## config.mk

```make
export PLATFORM = sky130hd
export DESIGN_NAME = vga_timing_mmio
export DESIGN_NICKNAME = d
export VERILOG_FILES = /design/src/rtl/vga_timing_mmio.sv
export SDC_FILE = /design/constraint.sdc
export NUM_CORES = 1
export LEC_CHECK = 0
export CAP_MARGIN = 20
export CORE_MARGIN = 2
export CORE_UTILIZATION = 25
export CTS_BUF_LIST = sky130_fd_sc_hd__clkbuf_16
export DETAILED_ROUTE_END_ITERATION = 12
export PLACE_DENSITY_LB_ADDON = 0.08
export SLEW_MARGIN = 20
export SYNTH_ARGS = -nofsm -noshare
export SYNTH_HDL_FRONTEND = slang
export SYNTH_SLANG_ARGS = --single-unit
```

## constraint.sdc

```tcl
create_clock -name clk -period 2.49 [get_ports clk]
set_clock_uncertainty 0.15 [all_clocks]
set_input_delay 0.498 -clock clk [delete_from_list [all_inputs] [get_ports clk]]
set_output_delay 0.498 -clock clk [all_outputs]
set_load 0.03 [all_outputs]
```

## src/rtl/vga_timing_mmio.sv

```systemverilog
// VGA timing generator (640x480@60 by default) with a frame-shadowed MMIO result register.
// The result register only updates when the counters wrap to (0,0), so the displayed word never tears.
module vga_timing_mmio #(
    parameter int          H_VISIBLE   = 640,
    parameter int          H_FP        = 16,
    parameter int          H_SYNC      = 96,
    parameter int          H_BP        = 48,
    parameter int          V_VISIBLE   = 480,
    parameter int          V_FP        = 10,
    parameter int          V_SYNC      = 2,
    parameter int          V_BP        = 33,
    parameter logic        SYNC_ACTIVE = 1'b0,
    parameter logic [31:0] RESULT_ADDR = 32'h4000_0000
) (
    input  logic        clk,
    input  logic        rst,
    input  logic        cpu_we,
    input  logic [31:0] cpu_addr,
    input  logic [31:0] cpu_wdata,
    output logic [31:0] cpu_rdata,
    output logic [9:0]  pixel_x,
    output logic [9:0]  pixel_y,
    output logic        video_on,
    output logic        hsync,
    output logic        vsync,
    output logic        frame_start,
    output logic [1:0]  result
);

    localparam int H_TOTAL = H_VISIBLE + H_FP + H_SYNC + H_BP;
    localparam int V_TOTAL = V_VISIBLE + V_FP + V_SYNC + V_BP;

    localparam logic [9:0] H_LAST   = 10'(H_TOTAL - 1);
    localparam logic [9:0] V_LAST   = 10'(V_TOTAL - 1);
    localparam logic [9:0] H_VIS    = 10'(H_VISIBLE);
    localparam logic [9:0] V_VIS    = 10'(V_VISIBLE);
    localparam logic [9:0] HS_FIRST = 10'(H_VISIBLE + H_FP);
    localparam logic [9:0] HS_LAST  = 10'(H_VISIBLE + H_FP + H_SYNC - 1);
    localparam logic [9:0] VS_FIRST = 10'(V_VISIBLE + V_FP);
    localparam logic [9:0] VS_LAST  = 10'(V_VISIBLE + V_FP + V_SYNC - 1);

    logic [9:0] h_cnt;
    logic [9:0] v_cnt;
    logic       h_wrap;
    logic       v_wrap;
    logic       frame_wrap;
    logic       hs_raw;
    logic       vs_raw;

    logic [1:0] pending;
    logic       upd_pending;
    logic       wr_hit;
    logic [1:0] wr_val;

    always_comb begin
        h_wrap     = (h_cnt == H_LAST);
        v_wrap     = (v_cnt == V_LAST);
        frame_wrap = h_wrap && v_wrap;
        hs_raw     = (h_cnt >= HS_FIRST) && (h_cnt <= HS_LAST);
        vs_raw     = (v_cnt >= VS_FIRST) && (v_cnt <= VS_LAST);
    end

    always_ff @(posedge clk) begin
        if (rst) begin
            h_cnt <= '0;
            v_cnt <= '0;
            hsync <= ~SYNC_ACTIVE;
            vsync <= ~SYNC_ACTIVE;
        end else begin
            h_cnt <= h_wrap ? 10'd0 : h_cnt + 10'd1;
            if (h_wrap) begin
                v_cnt <= v_wrap ? 10'd0 : v_cnt + 10'd1;
            end
            // One cycle of delay keeps sync aligned with the downstream registered RGB.
            hsync <= hs_raw ? SYNC_ACTIVE : ~SYNC_ACTIVE;
            vsync <= vs_raw ? SYNC_ACTIVE : ~SYNC_ACTIVE;
        end
    end

    // CPU port has no handshake: a store is accepted on the edge where cpu_we is high,
    // and cpu_rdata reflects the register state combinationally from cpu_addr.
    always_comb begin
        wr_hit = cpu_we && (cpu_addr == RESULT_ADDR);
        wr_val = (cpu_wdata[1:0] == 2'b11) ? 2'b00 : cpu_wdata[1:0];
    end

    always_ff @(posedge clk) begin
        if (rst) begin
            pending     <= 2'b00;
            upd_pending <= 1'b0;
            result      <= 2'b00;
        end else begin
            if (frame_wrap) begin
                result <= pending;
            end
            // A store on the commit edge wins over the clear so it lands next frame.
            if (wr_hit) begin
                pending     <= wr_val;
                upd_pending <= 1'b1;
            end else if (frame_wrap) begin
                upd_pending <= 1'b0;
            end
        end
    end

    always_comb begin
        pixel_x     = h_cnt;
        pixel_y     = v_cnt;
        video_on    = (h_cnt < H_VIS) && (v_cnt < V_VIS);
        frame_start = (h_cnt == 10'd0) && (v_cnt == 10'd0);
        cpu_rdata   = (cpu_addr == RESULT_ADDR) ? {29'b0, upd_pending, pending} : 32'h0;
    end

endmodule

```

== After elaboration in Yosys (flattened, before gate mapping) ==
Cells that the tools add are included.
Cells by class
  $add $sub $neg: 2
  $lt $le $gt $ge: 6
  equality and inequality tests: 4
  muxes and demuxes: 7
  reduce and logical (&&, ||, !) cells: 10
Operators by type and width (count)
  == test 32 x 31 -> 1 bit, second input constant: 1
  adder 10 x 1 -> 10 bit, second input constant: 2
  == test 10 bit, second input constant: 2
  logical NOT 10 bit: 2
  greater-or-equal comparator 10 bit, second input constant: 1
  greater-or-equal comparator 10 x 9 -> 1 bit, second input constant: 1
  less-or-equal comparator 10 bit, second input constant: 1
  less-or-equal comparator 10 x 9 -> 1 bit, second input constant: 1
  < comparator 10 bit, second input constant: 1
  < comparator 10 x 9 -> 1 bit, second input constant: 1
  2-to-1 mux 10 bit: 1
  logical AND 1 bit: 6
  2-to-1 mux 1 bit: 4
  2-to-1 mux 3 bit: 1
  == test 2 bit, second input constant: 1
  2-to-1 mux 2 bit: 1
  nonzero test 2 bit: 1
  OR reduction 2 bit: 1
Storage, ports and cells
  bits in registers: 27
  output and inout port bits: 58
  word-level logic and storage cells: 36

== Logic depth before layout (Yosys ltp) ==
  word-level depth: 4
  mapped depth: 7
  mapped depth without buffers: 6

== Least setup slack after synthesis ==
OpenSTA, ideal clock, no wires.
  path kind: reg-to-output
  from: register h_cnt[5] (netlist: pixel_x[5])
  to: output frame_start
  arrival time: 2.039 ns
  data required time: 1.842 ns
  slack: -0.197 ns
  stages on the path, launching flop included: 6
  path buffers: 1
  cell sequence: dfxtp_1 > or2_1 > buf_6 > nor3_1 > nand4_1 > nor4_1
On the way
  word-level cells in the longest chain between the ends: 2
RTL lines
  start, declared: RTL line 42  | logic [9:0] h_cnt;
  start signal, assigned: RTL line 70  | h_cnt <= h_wrap ? 10'd0 : h_cnt + 10'd1;
  logical NOT 10 bit: RTL line 110  | frame_start = (h_cnt == 10'd0) && (v_cnt == 10'd0);
  logical AND 1 bit: RTL line 110
  end, declared: RTL line 26  | output logic frame_start,
Every way passes these cells.

== Worst setup path after layout ==
  from: input cpu_addr[24]
  to: output cpu_rdata[0]
On the way
  word-level cells in the longest chain between the ends: 2
RTL lines
  start, declared: RTL line 18  | input logic [31:0] cpu_addr,
  == test 32 x 31 -> 1 bit: RTL line 111  | cpu_rdata = (cpu_addr == RESULT_ADDR) ? {29'b0, upd_pending, pending} : 32'h0;
  2-to-1 mux 3 bit: RTL line 111
  end, declared: RTL line 20  | output logic [31:0] cpu_rdata,
Every way passes these cells.

==> run summary <==
Status - complete, no violations
Largest net degree at the start of global routing - 16
Async SR Flop Fraction - 0%
CP top delay family - simple AND/OR/NAND/NOR gates
Synth Register Bits - 27
CTS H-tree depth - 1
Tmin final - 2360 ps
Cells after Synth - 200
Clock-pin transition on the worst setup and hold timing paths - 60 ps
Vias in the first global route - 1,397
Max Fclk - 0.423 GHz
Predominant post-synthesis flop cell - dfxtp_1
HP Class - reg -> reg
CTS Hold Bufs - 0
Share of cells above drive strength 1 - 13.1%
Pwr per Cell Area - 383 mW/mm2
Insertion delay to the later sink of the worst-skew pair - 260 ps
CP Class - in -> out
First-pass iteration count of the detailed router - 4
Drt drc - 0
DRC marker count from the first detailed-route iteration - 68
Slew Viols, Final - 0
Row count - 29
WL/cell - 12.6 um
Die Wd - 84.6 um
CTS tree - yes
Endpoints failing setup - 0
MaxCap Viol Count - 0
WL final - 4440 um
Top sig layer - met4
First-pass GRT wire length - 6960 um
CP max stage cell - nor4b_4
Register area share after synthesis - 33.3%
Final setup margin - 128 ps
CTS buffer count - 3
Fill count - 656
Fin crit share - 94.9%
CP Buf/Inv Count - 2
HPWL after detailed placement - 3470 um
Fin nets - 348
Worst path max stage delay - 280 ps
Post-route cell area - 0.00255 mm2
Crit start category - input port
Area delta synth->final - 56.9%
Placed Area - 0.00233 mm2
DIE HEIGHT - 84.6 um
Clk sink count - 27
Met2 routed WL - 2220 um
Leakage - 1.16 nW
Initial Utilization - 25.7%
Final hold vios - 0
Antenna diodes - 0
Synthesized area - 0.00163 mm2
Setup TNS - 0 ps
GP Congestion - 0.738
Rel. slew slack - 59.9%
Mean Syn Cell Area - 8.13 um2
Via density - 4.43
IO Port Bufs - 65
Max rail drop VDD - 259 uV
Post-synth EDFFs - 0
Worst Setup End Kind - output pin
Die Area - 0.00716 mm2
Met3 WL - 159 um
DRT met1 WL - 2040 um
Yosys warns - 0
Root buf cell - clkbuf_16
Worst EP required - 1840 ps
Critical Path, Cell by Cell - dlygate4sd2_1, nor4b_4, nand4_1, nor2_2, and2_4, buf_6
Place WS - -82.4 ps
Antenna violations before repair - 0
CP max FO - 3
IO Count - 125
Library cells used by synthesis - 38
Vias - 1,559
# Post-CTS Setup Buffers - 0
Post-route ant nets - 0
All-Layer GR Usage - 12.0%
Core Region - 0.00631 mm2
Clk buf depth - 2
Worst Tran Pin Value - 597 ps
Gr ovfl total - 0
WP data arrival - 1710 ps
registers in the layout, summed over array words and instances (netlist names):
register / flops
pixel_y: 10
pending: 2
hsync: 1
vsync: 1
upd_pending: 1
result: 2
pixel_x: 10
area by class of cell:
type                            count  area, um2  area share [%]
Multi-Input combinational cell    156        977            38.3
Sequential cell                    27        541            21.2
Inverter                           10       37.5            1.47
Tap cell                           77       96.3            3.78
Clock inverter                      1       3.75           0.147
Clock buffer                        3       75.1            2.94
Timing Repair Buffer               78        820            32.1
metal layers:
metal / global-route usage, % / vias up
li1: - / 802
met1: 16.4 / 719
met2: 19.4 / 36
met3: 2.36 / 2
met4: 3.03 / 0
met5: 0 / -
final timing paths:
check | depth (start not counted) | slack, ps | endpoint | start
worst max-delay path | 6 | 130 | cpu_rdata[0] | cpu_addr[24]
worst max register to register | 5 | 230 | pixel_y[7] | pixel_x[0]
worst min-delay path | 2 | 310 | upd_pending | upd_pending
worst min register to register | 2 | 310 | upd_pending | upd_pending
cells in the mapped netlist (all sizes together), types with 2 or more instances:
master  count  area, um2
xnor2       5       43.8
o31ai       3       22.5
nor2       15       56.3
xor2        6       52.6
dfxtp      27        541
inv        10       37.5
a21oi      10       50.1
and3        6       37.5
or3         3       18.8
ha          5       62.6
nand2      10       37.5
mux2i       2       20.0
nor3        5       25.0
nand3      14       70.1
buf        32        239
clkbuf      3       11.3
o21ai       5       28.8
nand4       5       31.3
nor4       13       81.3
and2        3       18.8
or4         5       41.3
logic make-up after synthesis:
family	share of synthesized area (%)
flip-flops	33.3
buffers and inverters	17.7
XOR/XNOR	5.93
adder cells (fa/ha/maj)	3.85
multiplexers	1.23
other	0.231
AND/OR/NAND/NOR	29.5
AO/OA/AOI/OAI	8.31
tightest hold or removal path, cell delays in order, from the launching register on:
cell,delay (ps)
dfxtp_1,300
inv_1,60
o2bb2ai_1,50
what timing repair did:
action | 4_1_cts | 5_1_grt
setup endpoints to repair | 4 | 4
pin swaps | 5 | 13
resized for setup | 8 | 36
power breakdown:
part,internal [mW],leakage [nW],total [mW],switching (mW)
logic,0.0700,0.904,0.178,0.108
clock network,0.215,0.0423,0.358,0.143
registers,0.436,0.218,0.441,0.00489
total,0.721,1.16,0.976,0.256
per-stage QoR:
step / power [mW] / utilization (%) / hold slack [ps] / cells
final: 0.976 / 40.4 / 306 / 352
after global routing: 1.02 / 40.4 / 335 / 352
after CTS: 0.994 / 38.6 / 309 / 352
after detailed placement: 0.627 / 37.0 / 300 / 348
after global placement: 0.627 / 37.0 / 298 / 348
after floorplan: 0.578 / - / 280 / 228
layout by cell type, fill, tap and decap left out, drive strengths merged, types with 3 or more instances in the layout:
master / instances
a21oi: 10
and2: 3
and3: 6
buf: 17
clkbuf: 3
clkdlybuf4s50: 32
conb: 29
dfxtp: 27
dlygate4sd2: 3
dlymetal6s2s: 26
ha: 5
inv: 11
nand2: 10
nand3: 14
nand4: 5
nor2: 15
nor3: 5
nor4: 13
o21ai: 5
o31ai: 3
or3: 3
or4: 5
xnor2: 5
xor2: 6
Power figures use the tool's default switching activity.
